**config.mk**
```make
export PLATFORM = sky130hd
export DESIGN_NAME = mux_sel_sequencer
export DESIGN_NICKNAME = d
export VERILOG_FILES = /design/src/rtl/mux_seq_pkg.sv /design/src/rtl/mux_sel_sequencer_sel_counter.sv /design/src/rtl/mux_sel_sequencer.sv
export SDC_FILE = /design/constraint.sdc
export NUM_CORES = 1
export LEC_CHECK = 0
export CAP_MARGIN = 5
export CORE_AREA = 2 2 39 41
export CTS_CLUSTER_SIZE = 25
export DETAILED_ROUTE_END_ITERATION = 12
export DIE_AREA = 0 0 41 43
export DONT_BUFFER_PORTS = 1
export GPL_TIMING_DRIVEN = 0
export SLEW_MARGIN = 5
export SYNTH_ARGS = -nofsm -noshare
export SYNTH_HDL_FRONTEND = slang
export SYNTH_HIERARCHICAL = 1
export SYNTH_SLANG_ARGS = --single-unit
```
**constraint.sdc**
```tcl
create_clock -name clk -period 2.15 [get_ports clk]
set_clock_uncertainty 0.2 [all_clocks]
set_input_delay 0.5375 -clock clk [delete_from_list [all_inputs] [get_ports clk]]
set_output_delay 0.5375 -clock clk [all_outputs]
set_load 0.005 [all_outputs]
```
**src/rtl/mux_seq_pkg.sv**
```systemverilog
// Shared types and constants for the mux select sequencer.
// Holds the FSM state enum, widths and slot counts.
package mux_seq_pkg;

  localparam int SEL_W  = 2;
  localparam int DATA_W = 4;

  // Data slots per word, and total slots including parity.
  localparam int N_DATA_SLOTS = 4;
`ifdef MUX_SEL_SEQ_PARITY_EN
  localparam int N_SLOTS = N_DATA_SLOTS + 1;
`else
  localparam int N_SLOTS = N_DATA_SLOTS;
`endif

  localparam logic [SEL_W-1:0] SEL_LO = '0;
  localparam logic [SEL_W-1:0] SEL_HI = '1;

  typedef enum logic [1:0] {
    ST_IDLE  = 2'd0,
`ifdef MUX_SEL_SEQ_PARITY_EN
    ST_SHIFT = 2'd1,
    ST_PARITY = 2'd2
`else
    ST_SHIFT = 2'd1
`endif
  } state_t;

  // Select value of the first slot of a word.
  function automatic logic [SEL_W-1:0] sel_first(
    input bit lsb_first
  );
    return lsb_first ? SEL_LO : SEL_HI;
  endfunction

endpackage

```
**src/rtl/mux_sel_sequencer_sel_counter.sv**
```systemverilog
// 2-bit up/down select counter with load, enable and terminal flag.
// Ports: clk, rst_n (sync, active-low), i_load, i_load_val, i_en,
//        o_cnt (current select), o_term (at last select of direction).
module sel_counter
  import mux_seq_pkg::*;
#(
  parameter bit UP = 1'b1
) (
  input  logic             clk,
  input  logic             rst_n,
  input  logic             i_load,
  input  logic [SEL_W-1:0] i_load_val,
  input  logic             i_en,
  output logic [SEL_W-1:0] o_cnt,
  output logic             o_term
);

  logic [SEL_W-1:0] r_cnt;

  always_ff @(posedge clk) begin
    if (!rst_n) begin
      r_cnt <= '0;
    end else if (i_load) begin
      r_cnt <= i_load_val;
    end else if (i_en) begin
      if (UP) r_cnt <= r_cnt + 2'd1;
      else    r_cnt <= r_cnt - 2'd1;
    end
  end

  assign o_cnt  = r_cnt;
  assign o_term = (r_cnt == (UP ? SEL_HI : SEL_LO));

endmodule

```
**src/rtl/mux_sel_sequencer.sv**
```systemverilog
// Serialises 4-bit words into a 4:1 mux select sequence, one slot/cycle.
// Ports: clk, rst_n (sync, active-low), in_valid/in_data/in_ready
//   (upstream handshake), d/s (downstream mux data and select),
//   y (local d[s] or parity), y_valid, last (final slot of word).
// Parameter LSB_FIRST: 1 = select 0..3, 0 = select 3..0.
// Optional macro MUX_SEL_SEQ_PARITY_EN adds an even-parity slot.
module mux_sel_sequencer
  import mux_seq_pkg::*;
#(
  parameter int LSB_FIRST = 1
) (
  input  logic              clk,
  input  logic              rst_n,
  input  logic              in_valid,
  input  logic [DATA_W-1:0] in_data,
  output logic              in_ready,
  output logic [DATA_W-1:0] d,
  output logic [SEL_W-1:0]  s,
  output logic              y,
  output logic              y_valid,
  output logic              last
);

  localparam bit LSB = (LSB_FIRST != 0);

  state_t            r_state;
  state_t            w_next;
  logic [DATA_W-1:0] r_d;
  logic [SEL_W-1:0]  w_sel;
  logic              w_term;
  logic              w_last;
  logic              w_accept;
  logic              w_cnt_en;
  logic              w_y;
  logic              w_y_valid;

  sel_counter #(
    .UP (LSB)
  ) u_sel (
    .clk        (clk),
    .rst_n      (rst_n),
    .i_load     (w_accept),
    .i_load_val (sel_first(LSB)),
    .i_en       (w_cnt_en),
    .o_cnt      (w_sel),
    .o_term     (w_term)
  );

`ifdef MUX_SEL_SEQ_PARITY_EN
  assign w_last = (r_state == ST_PARITY);
`else
  assign w_last = (r_state == ST_SHIFT) && w_term;
`endif

  // Held low in reset so nothing is offered as accepted there.
  assign in_ready =
    rst_n && ((r_state == ST_IDLE) || w_last);
  assign w_accept = in_valid && in_ready;

  always_ff @(posedge clk) begin
    if (!rst_n) begin
      r_state <= ST_IDLE;
      r_d     <= '0;
    end else begin
      r_state <= w_next;
      if (w_accept) r_d <= in_data;
    end
  end

  always_comb begin
    w_next    = r_state;
    w_y       = 1'b0;
    w_y_valid = 1'b0;
    w_cnt_en  = 1'b0;
    unique case (r_state)
      ST_IDLE: begin
        if (w_accept) w_next = ST_SHIFT;
      end
      ST_SHIFT: begin
        w_y_valid = 1'b1;
        w_y       = r_d[w_sel];
        if (!w_term) begin
          w_cnt_en = 1'b1;
        end else begin
`ifdef MUX_SEL_SEQ_PARITY_EN
          w_next = ST_PARITY;
`else
          w_next = w_accept ? ST_SHIFT : ST_IDLE;
`endif
        end
      end
`ifdef MUX_SEL_SEQ_PARITY_EN
      ST_PARITY: begin
        w_y_valid = 1'b1;
        w_y       = ^r_d;
        w_next    = w_accept ? ST_SHIFT : ST_IDLE;
      end
`endif
      default: begin
        w_next = ST_IDLE;
      end
    endcase
  end

  assign d       = r_d;
  assign s       = w_sel;
  assign y       = w_y;
  assign y_valid = w_y_valid;
  assign last    = w_last;

endmodule

```
* Yosys cells after proc, flatten, opt, wreduce, memory -nomap -nowiden *
Cells that the tools add are included.

word-level totals
  flip-flop bits (word level) = 8
  input bits = 7
  output and inout bits = 10
  logic and storage cells = 27

cells by class
  add/sub/neg operators = 1
  order comparisons = 1
  eq/ne operators = 4
  muxes and demuxes = 10
  bitwise logic cells = 1
  reductions and logical operators = 7

operators with widths
  operator                                                                      number
  1-bit two-way mux                                                             6
  2-bit two-way mux                                                             2
  2-bit inequality test, second input constant                                  2
  2-bit one-hot mux with 2 select lines                                         1
  1-bit logical AND                                                             3
  2-bit by 3-bit less-than comparator with 1-bit output, second input constant  1
  2-bit by 1-bit adder with 2-bit output, second input constant                 1
  1-bit binary-select mux with 2-bit select                                     1
  2-bit by 1-bit equality test with 1-bit output, second input constant         1
  2-bit equality test, second input constant                                    1
  2-bit logical NOT                                                             1
  2-bit AND reduction                                                           1
  2-bit OR reduction                                                            1
  1-bit logical OR                                                              1
  1-bit NOT                                                                     1

* Depth between registers and ports, before layout *
  depth in word-level cells = 8
  mapped depth = 6
  gate-level depth less buffers = 5

* Hierarchy *
The synthesis kept the hierarchy.

modules (own cells, without submodules)
  module             instances  cells each  area each (µm²)  seq. area each (µm²)
  mux_sel_sequencer  1          27          260.2            100.1
  sel_counter        1          9           105.1            40.0

* Worst setup path after synthesis *
Ideal clock, no wire load.

  path type = register to output
  start point = register u_sel.r_cnt[1] (netlist: u_sel/o_cnt[1])
  end point = output y
  data arrival time = 1.034 ns
  data required time = 1.412 ns
  slack = 0.378 ns
  stages on the path, launching flop included = 3
  path buffers = 0
  cells stage by stage = dfxtp_1 -> mux4_2 -> and2_1

between the ends
  cells in the longest elaborated chain, start to end = 3

ends and longest elaborated chain
  item                                       line                                 text
  start, declared                            mux_sel_sequencer_sel_counter.sv:18  logic [SEL_W-1:0] r_cnt;
  start signal, assigned                     mux_sel_sequencer_sel_counter.sv:24  r_cnt <= i_load_val;
  start signal, assigned                     mux_sel_sequencer_sel_counter.sv:26  if (UP) r_cnt <= r_cnt + 2'd1;
  start signal, assigned                     mux_sel_sequencer_sel_counter.sv:27  else r_cnt <= r_cnt - 2'd1;
  1-bit binary-select mux with 2-bit select  mux_sel_sequencer.sv:81              w_y = r_d[w_sel];
  1-bit two-way mux (implied by the code)    mux_sel_sequencer.sv:81
  1-bit two-way mux                          mux_sel_sequencer.sv:75              unique case (r_state)
  end, declared                              mux_sel_sequencer.sv:19              output logic y,

Every way passes these cells. The select of a mux whose other input is x is not followed.

* Worst setup path in the final report *
Same ends and word-level chain as after synthesis.

==> run summary <==
Area grow syn2layout: 14.0%
Clk_lat worst skew: 0.26 ns
Final worst path period need: 2.02 ns
Peak supply drop: 0.000278 V
Vias: 251
Worst hold path type: primary input to flip-flop
Synthesized flop and latch total: 7
CP Max Fanout: 4
CP Buf/Inv Count: 0
Die H: 43 µm
DP Area: 389 µm²
Vias in the first global route: 220
Slew Limit Fails: 0
GR peak layer: met2
Mapped Cells: 36
Post-CTS Setup Bufs: 0
Slowest-stage cell, CP: mux4_2
CTS max path bufs: 2
Drt pass-1 iters: 2
First-pass GRT wire length: 786 µm
Layout Utilization: 0.301
Clk sinks: 7
GRT Overall Usage: 0.0756
Sequential share of the synthesized area: 0.384
Outcome: completed
GRT overflow: 0
RSZ-0062 raised after global routing: no
CP Capture Type: output pin
Hold path depth: 1
Worst hold slack: 0.204 ns
DRC viols: 0
Met1 usage: 0.0684
Yosys warning count: 6
Setup-failing EPs final: 0
Vias/cell: 4.40
Critical path's top delay family: multiplexers
Port Buffers: 0
Leak: 0.000208 µW
Clock-pin slew on the worst setup and hold paths: 0.05 ns
F_max: 495 MHz
Post-detail-place hpwl: 471 µm
Die footprint: 1760 µm²
Max Cap Viol: 0
Non-Filler Instances: 57
Final nets: 50
Initial cell density of the core: 0.264
Mapped cell area: 365 µm²
Reg2Reg Depth: 5
Routed WL: 635 µm
Setup CP Type: flip-flop to output pin
Power density over the cells: 764 nW/µm²
CP Cell Sequence: mux4_2 > and2_1
Worst Path Arrival: 1.28 ns
TritonCTS buffer count: 3
Hold Violations, Final: 0
GP Congestion: 0.582
Syn_area_per_cell: 10.1 µm²
Period utilization: 0.939
Io pins: 17
Die Width: 41 µm
Synth unique cells: 17
Root Buffer: clkbuf_4
# fillers: 143
Share of layout cells above drive strength 1: 0.220
Worst endpoint required time: 1.41 ns
Initial DRC Count: 5
Max stage delay on crit path: 0.49 ns
Routed WL per cell: 11.1 µm
Final instance area: 417 µm²
Diode count: 0
M3 GR Usage: 0.0628
Largest net degree at the start of global routing: 10
Antenna viol nets, final: 0
Initial antenna violation count: 0
H-tree depth: 1
Dpl cells: 53
Core footprint: 1380 µm²
Fin Setup TNS: 0 ns
Rows: 14
CP startpoint kind: flip-flop
M2 GR Usage: 0.103
CP Depth: 2
TritonCTS clock tree: built
-- cell families after synthesis --
| group | synth area share |
|---|---|
| and+or+nand+nor | 0.188 |
| xor gates and xnor gates | 0.0240 |
| muxes | 0.202 |
| AOI/OAI and AO/OA | 0.0754 |
| DFF | 0.384 |
| buffers and inverters | 0.0822 |
| adders and majority gates | 0.0342 |
| other | 0.0103 |
-- repair_timing --
action | in CTS | in global routing
gates resized for setup | 0 | 1
hold buffers | 0 | 0
setup endpoints to repair | 0 | 1
-- worst reg2reg max path: stages, from the launching register on --
cell and delay [ns]:
dfxtp_1 0.36, ha_1 0.23, nand2b_4 0.14, inv_1 0.11
mux2_1 0.33, o211a_1 0.20
-- sequential cells by signal (all words and copies together), names as in the netlist --
signal and flops:
u_sel/o_cnt 2, r_state 1, d 4
-- per-layer routing --
metal / up-vias / wire length [µm]
met2: 19 / 259
li1: 126 / -
met4: 0 / 0
met5: - / 0
met3: 0 / 100
met1: 106 / 275
-- cell type report --
class | count | area (µm²) | area share
inverters | 5 | 18.8 | 0.0450
multi-input cells | 24 | 199 | 0.477
well taps | 16 | 20.0 | 0.0480
flip-flops and latches | 7 | 141 | 0.339
plain buffers | 1 | 11.3 | 0.0270
clock buffers | 4 | 26.3 | 0.0631
-- synthesized netlist by cell type, drive strengths merged --
cell type  instances  area, µm²
and3               1       6.26
mux2i              4       40.0
xor2               1       8.76
conb               1       3.75
and2               3       21.3
ha                 1       12.5
o211a              2       20.0
nand2              4       15.0
nand2b             3       26.3
mux2               1       11.3
inv                5       18.8
dfxtp              7        140
mux4               1       22.5
o21a               1       7.51
buf                1       11.3
-- worst paths after layout --
kind                   from  slack, ns        endpoint
max reg2reg  u_sel/o_cnt[0]       0.49  u_sel/o_cnt[1]
max          u_sel/o_cnt[1]       0.13               y
min reg2reg            d[2]       0.30            d[2]
min                   rst_n       0.20      r_state[0]
-- layout by cell type, fill, tap and decap left out, drive strengths merged --
master  instances
mux4            1
o21a            1
conb            2
and2            3
ha              1
mux2i           4
nand2b          3
o211a           2
inv             5
nand2           4
mux2            1
clkbuf          4
buf             1
and3            1
dfxtp           7
xor2            1
-- where the power goes --
group	internal, µW	switching (µW)
sequential	142	14.4
clock	71.0	50.7
combinational	24.9	15.0
total	238	80.2
-- metrics by stage --
step / worst slack, ns / total power, µW
after global routing: 0.0699 / 340
after floorplan: 0.378 / 192
after detailed placement: 0.331 / 200
final: 0.131 / 318
after CTS: 0.0501 / 328
after global placement: 0.332 / 199
No activity file was read; power rests on OpenSTA's default activity.
